==> config.mk <==
export PLATFORM = sky130hd
export DESIGN_NAME = trng_bit_source
export DESIGN_NICKNAME = d
export VERILOG_FILES = /design/src/rtl/trng_bit_source.sv
export SDC_FILE = /design/constraint.sdc
export NUM_CORES = 1
export LEC_CHECK = 0
export CAP_MARGIN = 30
export CORE_ASPECT_RATIO = 1.75
export CORE_UTILIZATION = 52
export CTS_BUF_LIST = sky130_fd_sc_hd__clkbuf_16
export CTS_CLUSTER_DIAMETER = 100
export CTS_CLUSTER_SIZE = 16
export DETAILED_ROUTE_END_ITERATION = 12
export PLACE_DENSITY = 0.8
export SLEW_MARGIN = 30
export SYNTH_ARGS = -nofsm -noshare
export SYNTH_HDL_FRONTEND = slang
export SYNTH_SLANG_ARGS = --single-unit
==> constraint.sdc <==
create_clock -name CLK -period 1.95 [get_ports CLK]
set_input_delay 0.4875 -clock CLK [delete_from_list [all_inputs] [get_ports CLK]]
set_output_delay 0.4875 -clock CLK [all_outputs]
set_load 0.1 [all_outputs]
==> src/rtl/trng_bit_source.sv <==
// -----------------------------------------------------------------------------
// trng_bit_source
//
// Producer end of the EN / RANDOM / BIT_READY / ACK handshake used by the
// display-side bit collector. One instance drives one random bit lane.
//
// The raw oscillator bit is synchronised, then sampled once every SAMPLE_DIV
// clocks while a pair is being collected. Samples are taken in pairs
// (von Neumann extractor):
//   - (0,1) yields bit 0.
//   - (1,0) yields bit 1.
//   - Equal pairs are thrown away.
//
// Each extracted bit is presented with a level-held ready/ack handshake.
// A repetition-count health test watches every raw sample. Once it trips,
// it latches HEALTH_FAIL and parks the block in IDLE until reset.
//
// Parameters
//   SAMPLE_DIV   clocks between entropy samples (>= 2)
//   SYNC_STAGES  synchroniser depth on ENTROPY (>= 2)
//   REP_LIMIT    consecutive identical raw samples that trip HEALTH_FAIL (>= 2)
//
// Ports
//   CLK          in   system clock, the only clock
//   RST          in   synchronous active-high reset, highest priority
//   EN           in   collector request (level); low returns to IDLE
//   ACK          in   collector acknowledge, only honoured in READY
//   ENTROPY      in   raw asynchronous oscillator bit
//   RANDOM       out  extracted bit, valid and stable while BIT_READY = 1
//   BIT_READY    out  RANDOM valid, held until ACK
//   HEALTH_FAIL  out  sticky repetition-count failure flag
// -----------------------------------------------------------------------------
module trng_bit_source #(
  parameter int SAMPLE_DIV  = 16,
  parameter int SYNC_STAGES = 2,
  parameter int REP_LIMIT   = 32
) (
  input  logic CLK,
  input  logic RST,
  input  logic EN,
  input  logic ACK,
  input  logic ENTROPY,
  output logic RANDOM,
  output logic BIT_READY,
  output logic HEALTH_FAIL
);

  localparam int CNT_W = (SAMPLE_DIV > 2) ? $clog2(SAMPLE_DIV) : 1;
  localparam int REP_W = $clog2(REP_LIMIT + 1);

  localparam logic [CNT_W-1:0] CNT_LAST = CNT_W'(SAMPLE_DIV - 1);
  localparam logic [CNT_W-1:0] CNT_ZERO = CNT_W'(0);
  localparam logic [CNT_W-1:0] CNT_ONE  = CNT_W'(1);
  localparam logic [REP_W-1:0] REP_MAX  = REP_W'(REP_LIMIT);
  localparam logic [REP_W-1:0] REP_ZERO = REP_W'(0);
  localparam logic [REP_W-1:0] REP_ONE  = REP_W'(1);

  typedef enum logic [1:0] {
    ST_IDLE   = 2'd0,
    ST_FIRST  = 2'd1,
    ST_SECOND = 2'd2,
    ST_READY  = 2'd3
  } state_e;

  // ---------------------------------------------------------------------------
  // Registers and next-state values
  // ---------------------------------------------------------------------------
  logic [SYNC_STAGES-1:0] sync_q;
  state_e                 state_q,  state_d;
  logic [CNT_W-1:0]       cnt_q,    cnt_d;
  logic                   bit_a_q,  bit_a_d;
  logic                   prev_q,   prev_d;
  logic [REP_W-1:0]       rep_q,    rep_d;
  logic                   random_q, random_d;
  logic                   ready_q,  ready_d;
  logic                   hfail_q,  hfail_d;

  // Combinational helpers
  logic             ent_s;
  logic             sampling_s;
  logic             strobe_s;
  logic [REP_W-1:0] rep_step_s;
  logic             rep_trip_s;

  assign ent_s = sync_q[SYNC_STAGES-1];

  // ---------------------------------------------------------------------------
  // Synchroniser
  // ---------------------------------------------------------------------------
  // Shift the asynchronous oscillator bit through the synchroniser chain.
  always_ff @(posedge CLK) begin
    if (RST) begin
      sync_q <= '0;
    end else begin
      sync_q <= {sync_q[SYNC_STAGES-2:0], ENTROPY};
    end
  end

  // ---------------------------------------------------------------------------
  // Sample strobe and repetition-count step
  // ---------------------------------------------------------------------------
  // The counter only runs while a pair is being collected, so the strobe
  // can only fire in FIRST or SECOND.
  //
  // A repetition count of zero means "no previous sample since IDLE".
  // In that case the first strobe always restarts the run at one.
  always_comb begin
    sampling_s = (state_q == ST_FIRST) || (state_q == ST_SECOND);
    strobe_s   = sampling_s && (cnt_q == CNT_LAST);

    if ((rep_q == REP_ZERO) || (ent_s != prev_q)) begin
      rep_step_s = REP_ONE;
    end else if (rep_q == REP_MAX) begin
      rep_step_s = rep_q;
    end else begin
      rep_step_s = rep_q + REP_ONE;
    end

    rep_trip_s = strobe_s && (rep_step_s == REP_MAX);
  end

  // ---------------------------------------------------------------------------
  // Next-state logic and output values
  // ---------------------------------------------------------------------------
  // Next-state logic for the pair extractor, handshake and health test.
  always_comb begin
    state_d  = state_q;
    cnt_d    = cnt_q;
    bit_a_d  = bit_a_q;
    prev_d   = prev_q;
    rep_d    = rep_q;
    random_d = random_q;
    ready_d  = ready_q;
    hfail_d  = hfail_q;

    if ((state_q != ST_IDLE) && !EN) begin
      // Dropping EN abandons any pair in progress or pending bit.
      // It wins over a coincident ACK. RANDOM keeps its last value.
      state_d = ST_IDLE;
      ready_d = 1'b0;
      cnt_d   = CNT_ZERO;
      rep_d   = REP_ZERO;
    end else begin
      case (state_q)
        ST_IDLE: begin
          if (EN && !hfail_q) begin
            state_d = ST_FIRST;
            cnt_d   = CNT_ZERO;
          end else begin
            state_d = ST_IDLE;
          end
        end

        ST_FIRST, ST_SECOND: begin
          if (strobe_s) begin
            cnt_d  = CNT_ZERO;
            prev_d = ent_s;
            rep_d  = rep_step_s;

            if (state_q == ST_FIRST) begin
              bit_a_d = ent_s;
              state_d = ST_SECOND;
            end else if (ent_s != bit_a_q) begin
              state_d  = ST_READY;
              random_d = bit_a_q;
              ready_d  = 1'b1;
            end else begin
              // Equal pair carries bias only: discard and start a new pair.
              state_d = ST_FIRST;
            end

            // A tripped health test overrides any pair that completes
            // on the same edge.
            if (rep_trip_s) begin
              hfail_d  = 1'b1;
              state_d  = ST_IDLE;
              ready_d  = 1'b0;
              random_d = random_q;
            end else begin
              hfail_d = hfail_q;
            end
          end else begin
            cnt_d = cnt_q + CNT_ONE;
          end
        end

        ST_READY: begin
          if (ACK) begin
            state_d = ST_FIRST;
            ready_d = 1'b0;
            cnt_d   = CNT_ZERO;
          end else begin
            state_d = ST_READY;
          end
        end

        default: begin
          state_d = ST_IDLE;
          ready_d = 1'b0;
          cnt_d   = CNT_ZERO;
          rep_d   = REP_ZERO;
        end
      endcase
    end
  end

  // ---------------------------------------------------------------------------
  // State and output registers
  // ---------------------------------------------------------------------------
  // State, datapath and output registers; reset overrides everything.
  always_ff @(posedge CLK) begin
    if (RST) begin
      state_q  <= ST_IDLE;
      cnt_q    <= CNT_ZERO;
      bit_a_q  <= 1'b0;
      prev_q   <= 1'b0;
      rep_q    <= REP_ZERO;
      random_q <= 1'b0;
      ready_q  <= 1'b0;
      hfail_q  <= 1'b0;
    end else begin
      state_q  <= state_d;
      cnt_q    <= cnt_d;
      bit_a_q  <= bit_a_d;
      prev_q   <= prev_d;
      rep_q    <= rep_d;
      random_q <= random_d;
      ready_q  <= ready_d;
      hfail_q  <= hfail_d;
    end
  end

  assign RANDOM      = random_q;
  assign BIT_READY   = ready_q;
  assign HEALTH_FAIL = hfail_q;

endmodule

==> impl_results.md <==
* Status: completed
* Critical path depth at 8
* Cts bufs inserted at 3
* Pleak at 0.613 nW
* Die width at 38.3 um
* Relative slew slack at 0.767
* Synthesized-area fraction occupied by adder cells at 0.0626
* Number of nets in the layout at 185
* Reg2reg start: rep_q[1]
* Clk buf depth at 2
* Row count at 22
* Clk root buf: clkbuf_16
* Max H-tree Level at 1
* Synth area leader: dfxtp_1
* Ant diodes at 0
* WP data arrival at approximately 2100 ps
* Synthesized area at between 1000 and 1500 um^2
* Top post-synthesis cells by area: dfxtp_1, a21oi_1, ha_1
* Initial DRT Pass Iterations at 4
* CP max stage delay at 340 ps
* Synth Warn # at 0
* Slowest cell on crit path: dfxtp_1
* Post-Synth XOR/XNOR Area at 0.0522
* Worst-Skew Late Latency at 250 ps
* Synthesized Nets at 158
* Setup WS post-layout at 9.01 ps
* Mux cell area share after synthesis at 0.0167
* Initial drt markers at 30
* Pwr Total at 0.00139 W
* Peak VDD IR at 695 uV
* DRT antenna net count at 0
* First-pass GRT wire length at around 4900 um
* IO Port Bufs at 7
* Worst R2R Setup Slack at 9 ps
* Power Dens Cells at 891 nW/um^2
* Mapped Cells at 147
* Synth Area in Compound Gates at 0.211
* Worst Path Buf+Inv at 1
* Via count at 1208
* Crit path kind: flop to flop
* Distinct cells, synth at 38
* Reg clk slew, reported paths at 50 ps
* Final cell count without fillers at 197
* Hold WC Path Type: flop to flop
* Commonest non-fill, non-tap cell in the layout: buf_4
* RSZ-0062 raised after global routing: yes
* Critical path capture point type: flop
* Drt wl/cell at 16.2 um
* Seq cells post-synth at 19
* Total negative setup slack at 0 ps
* DRC viols at 0
* Share of layout cells above drive strength 1 at 0.266
* Minimum clock period at 1940 ps
* Worst hold margin at 458 ps
* CTS hold repair buffers at 0
* Via density at slightly above 6
* Fin crit share at 0.995
* Initial antenna violation count at 0
* Die area at 2510 um^2
* Syn Area/Cell at 8.15 um^2
* Synth-to-layout area growth at 30.3%
* Reg2reg end: state_q[0]
* GRT overflow at 0
* Crit. Startpoint: rep_q[1]
* Worst Max-Slew Pin Slew at 345 ps
* CP Capture Point: state_q[0]
* CP cell instances: buf_4 > ha_1 > nor3_1 > a31oi_1 > o21bai_2 > and4bb_4 > or3_4 > a311oi_2
* Simple-gate area share of the yosys netlist at 0.270
* Total Routing Usage GR at 0.278
* Max Cap Viol at 0
* Fmax at 515 MHz
* I/O Pins at 8
* Post-synth top area share at 0.317
* DIE HEIGHT at 65.5 um
* Final Setup Violations at 0
* Post-Route WL at 3200 um
* Crit Path Max Fanout at 5
* Critical path's top delay family: simple AND/OR/NAND/NOR gates
* DP Cell Count at ~190
* Fin. Hold Viols at 0
* Pins Over Slew Limit at 0
* Critical Path RT at 2120 ps
* Hpwl dp at about 2200 um
* Sequential area share after synthesis at 0.317
* Gp weighted congestion at 0.809
* Most frequent cells in the layout: buf_4, nor2_1, dfxtp_1, a21oi_1, o21ai_0
* R2R depth at 8
* Vias in the first global route at 1197
* Final clock skew at 2.24 ps
* Sink Count at 19
* TritonCTS clock tree: built
* Pre-CTS setup slack at -46.5 ps
* Initial Utilization at 0.558
* Core Area at 2150 um^2
* Largest net degree at the start of global routing at 12
* Largest family of logic cells by synthesized area: simple AND/OR/NAND/NOR gates
* Startpoint Class: flop
-- cell usage after synthesis --
cell       number
a21oi_1        15
nand2_1        10
o21ai_0        12
and3_4          1
or4_1           2
a311oi_2        1
o31ai_1         1
a2bb2oi_1       1
nand3b_1        1
o211a_1         1
nor2b_1         4
and4bb_4        1
mux2i_1         2
xor2_1          2
xnor2_1         2
nand2b_2        1
clkbuf_1        1
nand4_1         1
nor4b_4         1
o311ai_1        1
a31oi_1         4
o21bai_2        1
and3_1          1
inv_1           9
o211ai_1        1
nand3_1         9
buf_2           2
xnor2_4         1
nand2b_1        2
a32oi_1         1
clkbuf_8        1
nor2_1         19
a2111oi_2       1
or3_1           2
ha_1            6
nor3_1          5
buf_6           2
dfxtp_1        19
-- routing by layer --
layer  part of all wire  up-vias  track usage
li1                   -      578            -
met1               0.36      580        0.244
met2               0.57       35        0.511
met3              0.035       15       0.0405
met4              0.042        0        0.219
met5                  0        -            0
-- sequential cells by signal, indices dropped and copies added, names as in the netlist --
signal       flops
BIT_READY        1
prev_q           1
rep_q            6
HEALTH_FAIL      1
bit_a_q          1
state_q          2
RANDOM           1
sync_q           2
cnt_q            4
-- worst min-delay path by stage --
stage                     startpoint   endpoint  depth (start not counted)
after floorplan            sync_q[0]  sync_q[1]                          1
after CTS                  sync_q[0]  sync_q[1]                          1
after global routing       sync_q[0]  sync_q[1]                          1
after global placement     sync_q[0]  sync_q[1]                          1
final                      sync_q[0]  sync_q[1]                          1
after detailed placement   sync_q[0]  sync_q[1]                          1
-- layout make-up --
| cell class | instances | area, um^2 |
|---|---|---|
| Clock inverter | 1 | 5.00 |
| Inverter | 9 | 33.8 |
| Clock buffer | 3 | 75.1 |
| Timing Repair Buffer | 28 | 258 |
| Fill cell | 157 | 586 |
| Sequential cell | 19 | 382 |
| Tap cell | 24 | 30.0 |
| Multi-Input combinational cell | 113 | 778 |
-- cell families (layout without fill, tap and decap cells) --
family	after synthesis	after routing
adder cells (fa/ha/maj)	6	6
AND/OR/NAND/NOR	60	60
buffers and inverters	15	41
XOR/XNOR	5	5
flip-flops	19	19
AO/OA/AOI/OAI	40	40
multiplexers	2	2
-- through the flow --
step	util	instance area, um^2
after floorplan	-	1200
after global placement	0.662	1420
after detailed placement	0.662	1420
after CTS	0.705	1510
after global routing	0.727	1560
final	0.727	1560
-- where the power goes --
group	total [W]	switching (W)	internal, W
registers	0.000433	0.0000193	0.000414
logic	0.000540	0.000303	0.000237
clock network	0.000418	0.000143	0.000275
total	0.00139	0.000466	0.000925
-- timing repair --
action                                  4_1_cts  5_1_grt
gates resized for setup                       2        9
endpoints found under the setup margin        2        6
setup buffers                                 1        1
gates cloned                                  0        0
pin swaps                                     2        2
(Power assumes the default switching activity.)
